===== config.mk =====
export PLATFORM = sky130hd
export DESIGN_NAME = bridge_timer
export DESIGN_NICKNAME = d
export VERILOG_FILES = /design/src/rtl/bridge_timer.sv
export SDC_FILE = /design/constraint.sdc
export NUM_CORES = 1
export LEC_CHECK = 0
export BUFFER_PORTS_ARGS = -buffer_cell sky130_fd_sc_hd__buf_2
export CAP_MARGIN = 30
export CORE_MARGIN = 2
export CORE_UTILIZATION = 50
export DETAILED_ROUTE_END_ITERATION = 8
export PLACE_DENSITY = 0.73
export SLEW_MARGIN = 15
export SYNTH_ARGS = -nofsm -noshare
export SYNTH_HDL_FRONTEND = slang
export SYNTH_SLANG_ARGS = --single-unit
export TNS_END_PERCENT = 10

===== constraint.sdc =====
create_clock -name clk -period 2.8 [get_ports clk]
set_input_delay 0.7 -clock clk [delete_from_list [all_inputs] [get_ports clk]]
set_output_delay 0.7 -clock clk [all_outputs]
set_load 0.02 [all_outputs]

===== src/rtl/bridge_timer.sv =====
// bridge_timer: memory-mapped down-counting timer on the device side of the
// CPU-to-peripheral bridge. Zero-latency register reads, byte-enabled writes,
// one-shot / auto-reload counting and a registered interrupt line.
module bridge_timer #(
    parameter int CNT_W = 32
) (
    input  logic        clk,
    input  logic        rst,
    input  logic [1:0]  addr,
    input  logic        we,
    input  logic [3:0]  be,
    input  logic [31:0] wdata,
    output logic [31:0] rdata,
    output logic        irq
);

    typedef enum logic [1:0] {
        S_IDLE = 2'd0,
        S_LOAD = 2'd1,
        S_CNT  = 2'd2,
        S_INT  = 2'd3
    } state_t;

    state_t             r_state;
    state_t             w_next_state;
    logic               r_en;
    logic [1:0]         r_mode;
    logic               r_im;
    logic               r_irq;
    logic [CNT_W-1:0]   r_preset;
    logic [CNT_W-1:0]   r_count;

    logic               w_ctrl_wr;
    logic               w_ctrl_wr_b0;
    logic               w_preset_wr;
    logic               w_enter_int;
    logic               w_hw_en_clr;
    logic               w_pulse_clr;
    logic               w_auto_reload;
    logic [31:0]        w_preset_ext;
    logic [31:0]        w_count_ext;
    logic [31:0]        w_preset_merge;

    assign w_ctrl_wr     = we && (addr == 2'd0);
    assign w_ctrl_wr_b0  = w_ctrl_wr && be[0];
    assign w_preset_wr   = we && (addr == 2'd1);
    assign w_auto_reload = (r_mode == 2'd1) || (r_mode == 2'd2);
    assign w_enter_int   = (r_state == S_CNT) && (w_next_state == S_INT);
    // One-shot (modes 0/3) drops EN when leaving INT; mode 1 makes irq a pulse.
    assign w_hw_en_clr   = (r_state == S_INT) && !w_auto_reload;
    assign w_pulse_clr   = (r_state == S_INT) && (r_mode == 2'd1);
    assign irq           = r_irq;

    // Zero-extend the CNT_W-wide registers to the 32-bit bus view and merge
    // a byte-enabled write into the current PRESET value.
    always_comb begin
        w_preset_ext              = '0;
        w_count_ext               = '0;
        w_preset_ext[CNT_W-1:0]   = r_preset;
        w_count_ext[CNT_W-1:0]    = r_count;
        w_preset_merge            = w_preset_ext;
        for (int i = 0; i < 4; i++) begin
            if (be[i]) begin
                w_preset_merge[8*i +: 8] = wdata[8*i +: 8];
            end
        end
    end

    // Combinational read mux; reads have no side effects.
    always_comb begin
        rdata = '0;
        case (addr)
            2'd0:    rdata = {27'd0, r_irq, r_im, r_mode, r_en};
            2'd1:    rdata = w_preset_ext;
            2'd2:    rdata = w_count_ext;
            default: rdata = '0;
        endcase
    end

    // Next-state logic of the counting FSM.
    always_comb begin
        w_next_state = r_state;
        case (r_state)
            S_IDLE: w_next_state = r_en ? S_LOAD : S_IDLE;
            S_LOAD: w_next_state = r_en ? S_CNT : S_IDLE;
            S_CNT: begin
                if (!r_en) begin
                    w_next_state = S_IDLE;
                end else if (r_count <= CNT_W'(1)) begin
                    w_next_state = S_INT;
                end
            end
            S_INT: begin
                if (!r_en) begin
                    w_next_state = S_IDLE;
                end else if (w_auto_reload) begin
                    w_next_state = S_LOAD;
                end else begin
                    w_next_state = S_IDLE;
                end
            end
            default: w_next_state = S_IDLE;
        endcase
    end

    // FSM state register.
    always_ff @(posedge clk or negedge rst) begin
        if (!rst) begin
            r_state <= S_IDLE;
        end else begin
            r_state <= w_next_state;
        end
    end

    // CTRL fields: a CPU write of byte 0 wins over the hardware EN clear.
    always_ff @(posedge clk or negedge rst) begin
        if (!rst) begin
            r_en   <= 1'b0;
            r_mode <= 2'd0;
            r_im   <= 1'b0;
        end else if (w_ctrl_wr_b0) begin
            r_en   <= wdata[0];
            r_mode <= wdata[2:1];
            r_im   <= wdata[3];
        end else if (w_hw_en_clr) begin
            r_en   <= 1'b0;
        end
    end

    // PRESET register, byte-enabled writes truncated to CNT_W bits.
    always_ff @(posedge clk or negedge rst) begin
        if (!rst) begin
            r_preset <= '0;
        end else if (w_preset_wr) begin
            r_preset <= w_preset_merge[CNT_W-1:0];
        end
    end

    // COUNT: reload in LOAD, count down in CNT, saturating at zero.
    always_ff @(posedge clk or negedge rst) begin
        if (!rst) begin
            r_count <= '0;
        end else if (r_state == S_LOAD) begin
            r_count <= r_preset;
        end else if ((r_state == S_CNT) && r_en && (r_count != '0)) begin
            r_count <= r_count - CNT_W'(1);
        end
    end

    // Interrupt: setting on INT entry beats a same-edge clear.
    always_ff @(posedge clk or negedge rst) begin
        if (!rst) begin
            r_irq <= 1'b0;
        end else if (w_enter_int && r_im) begin
            r_irq <= 1'b1;
        end else if (w_ctrl_wr || w_pulse_clr) begin
            r_irq <= 1'b0;
        end
    end

endmodule


==> results.txt <==
The ratio of final minimum period to clock period is 0.893. The clock insertion delay at the later pin of the skew report is 350 ps. The tree is rooted in a clkbuf_8.

The count of clock tree sinks came out at 71. The maximum operating frequency is 0.400 GHz. The final core utilization is 0.602. The slack of the critical path is 298 ps. In this run the tightest slew margin relative to its limit is 0.598. The total DRC errors in the routed layout came out at 0. The leading register cell type out of synthesis is dfrtp_1. The number of hold violations in the final report is 0. The count of hold buffers inserted by post-cts repair is 0. The post-placement cell area came out at 0.00477 mm2. For this run, the post-layout net count is 548.

The count of unique library cells instantiated by Yosys came out at 57. The worst-case clock skew came out at 13.6 ps. The first detailed-routing pass ran for 5 iterations. During synthesis, Yosys emitted a total of 0 warnings. The required time at the worst-slack endpoint is 3080 ps.

Walking the worst path, the cells encountered are nor4_1 -> nand3_1 -> or4_4 -> a21oi_4 -> a221o_1. The worst setup path is captured at a flop. Setup repair after global routing left no endpoint under its margin. The reported leakage power is 2.17 nW.

The floorplan step defined a die boundary enclosing 0.00926 mm2. The minimum hold slack came out at 350 ps. Synthesis produced a netlist with a net count of 479.

The number of buffers inserted during clock tree synthesis is 9. The async set-reset flop share out of synthesis came out at 1.00. The initial cell density of the core came out at 0.518. For the finished layout, the period the worst path requires is 2500 ps.

The pin slew with the least headroom to its limit came out at 603 ps. The number of antenna violations at the first check in global routing came out at 0. The number of I/O pins is 74.

The pre-CTS setup slack came out at 372 ps. Counting flops with a built-in enable in the synthesized netlist gives 0. The share of total power dissipated in sequential elements is 0.422. For this design, the slowest cell found on the critical path is or4_4. The pin count of the biggest net entering global routing is 47. After clock tree synthesis, the repair step resized 0 gates. STA classifies the critical path startpoint as a flop.

The flow ran to the end, and the final reports show no timing, DRC or antenna violations. The post-synthesis instance area came out at 0.00425 mm2. The number of nets with antenna violations after detailed routing came out at 0. Of the synthesized area, sequential elements account for 0.418. The fraction of power spent switching nets is 0.433. The max-slew violation count came out at 0.

The design draws 4.44 mW. The worst hold path belongs to the class in -> async. After detailed placement, the design holds a cell count of 597. The number of setup violations in the final report is 0. The kind of critical path is reg -> reg. The DRC marker count from the first detailed-route iteration is 246. The final cell count without fillers is 613. The longest clock path from root to sink contains 2 buffers. The power density over the cells came out at 898 mW/mm2. In the final layout, the share of cells above drive strength 1 is 0.325. The first-pass GRT wire length is 18,800 um. The internal portion of the total power is 2.52 mW. The last weighted congestion value of the routability-driven placer is 0.915. The critical path data arrival time came out at 2790 ps.

The floorplan has 33 rows. TritonCTS built the clock tree. The aggregate routed wire length is 11,600 um. The count of H-tree levels built during CTS is 3.

The clock transition at the registers of the reported paths is 80 ps. The total net switching power is 1.92 mW. The maximum ir drop on the vdd rail is 423 uV.

Of the total power, the clock network draws 0.168. In this design, the stage delay of the slowest critical-path cell is 730 ps. The total setup buffers inserted after CTS is 0. The layout has 738 filler cells. The number of maximum-capacitance violations is 0.

The floorplan step set the die width to 96.2 um. The area growth from synthesis to layout is 16.4%. The total overflow left after global routing is 0. The number of cells produced by synthesis came out at 434. The height of the chip is 96.2 um.

After detailed routing, the average wire length per cell comes to 18.9 um. Along the worst path, the maximum fanout reaches 29. The final instance area is 0.00495 mm2. The total area inside the core boundary comes to 0.00822 mm2. The per-cell via count in the routed design is 6.31. The routed via count came out at 3,871. The proportion of power drawn by combinational gates came out at 0.410. The mean cell area of the mapped netlist came out at 9.80 um2. The count of input and output buffers is 73. The total of flip-flops plus latches after synthesis came out at 71. After legalization and detailed placement, the total HPWL measured 8180 um. The number of antenna diodes in the final layout is 0.

The via count of the first global-routing pass came out at 3,789. The final setup TNS is 0 ps. The total global-route track usage came out at 0.264.
## cell families after synthesis
group,count (synthesis),synth area share
buffers and inverters,48,0.0488
muxes,41,0.107
xor gates and xnor gates,2,0.00412
DFF,71,0.418
adders and majority gates,4,0.0118
AOI/OAI and AO/OA,103,0.190
and+or+nand+nor,165,0.220
## layout make-up
class	count	area (um2)	area share
Clock inverter	5	33.8	0.00683
Tap cell	105	131	0.0265
Multi-Input combinational cell	315	2280	0.461
Clock buffer	11	141	0.0286
Timing Repair Buffer	95	543	0.110
Sequential cell	71	1780	0.359
Inverter	11	41.3	0.00834
## worst max-delay path: cells and delay by family, from the launching register on
family	cells	cell delay (ps)
simple gates	3	1400
compound gates	2	600
flops	1	430
## state kept, by name, summed over array words and instances (netlist names)
| name | cells |
|---|---|
| r_state | 2 |
| r_count | 32 |
| r_im | 1 |
| r_en | 1 |
| r_mode | 2 |
| r_preset | 32 |
| irq | 1 |
## power groups by stage
stage / clock, mW / combinational, mW / sequential [mW]
after floorplan: 0 / 1.40 / 1.66
after global placement: 0 / 1.75 / 1.85
after detailed placement: 0 / 1.80 / 1.87
after CTS: 0.755 / 1.82 / 1.86
after global routing: 0.797 / 1.98 / 1.93
final: 0.748 / 1.82 / 1.87
## Yosys cell counts (3+ instances only)
cell type	n	area, um2
nor4_4	3	63.8
o31a_1	3	26.3
and2_1	3	18.8
o211ai_1	8	60.1
mux2_2	36	405
a311oi_1	3	26.3
buf_2	6	30.0
a211oi_1	6	45.0
o31ai_1	5	37.5
mux2i_1	5	50.1
o21ai_0	18	90.1
dfrtp_1	71	1780
nand3_1	18	90.1
a22o_1	27	236
or4_1	10	75.1
ha_1	4	50.1
inv_1	11	41.3
nand2_1	48	180
a211o_1	8	70.1
clkbuf_1	25	93.8
or3_1	4	25.0
o41ai_1	4	35.0
nor3_1	11	55.1
nor2_1	16	60.1
nor4_1	13	81.3
nand4_1	15	93.8
a31oi_1	3	18.8
a221o_1	4	40.0
and3_1	4	25.0
a32oi_1	4	35.0
nor2b_1	5	31.3
## cell usage in the layout (no fill, tap or decap), types with 4 or more instances in the layout
| master | count |
|---|---|
| o41ai_1 | 4 |
| nor3_1 | 11 |
| a211o_1 | 8 |
| inv_1 | 11 |
| o21ai_0 | 18 |
| nand2_1 | 48 |
| a22o_1 | 27 |
| buf_2 | 73 |
| buf_4 | 21 |
| ha_1 | 4 |
| or3_1 | 4 |
| nand4_1 | 15 |
| dfrtp_1 | 71 |
| and3_1 | 4 |
| nor4_1 | 12 |
| mux2_2 | 36 |
| nor2_1 | 16 |
| a32oi_1 | 4 |
| o211ai_1 | 8 |
| clkbuf_8 | 10 |
| nand3_1 | 18 |
| o31ai_1 | 5 |
| a211oi_1 | 6 |
| mux2i_1 | 5 |
| or4_1 | 10 |
| a221o_1 | 4 |
## per-layer routing
metal | global-route usage | wire length (um) | share of wire
met5 | 0 | 0 | 0
met4 | 0.0964 | 207 | 0.018
met3 | 0.0423 | 846 | 0.073
met2 | 0.432 | 5640 | 0.49
met1 | 0.351 | 4870 | 0.42
## worst paths after layout
kind | startpoint | end | depth (start not counted) | slack, ps
min in group clk | r_preset[26] | r_count[26] | 1 | 520
setup reg to reg | r_count[30] | r_count[14] | 5 | 300
setup / recovery | r_count[30] | r_count[14] | 5 | 300
hold reg to reg | r_preset[26] | r_count[26] | 1 | 520
max in group asynchronous | rst | r_count[13] | 2 | 1790
hold / removal | rst | r_preset[17] | 1 | 350
Note: power is estimated with default switching activity, not from simulation.
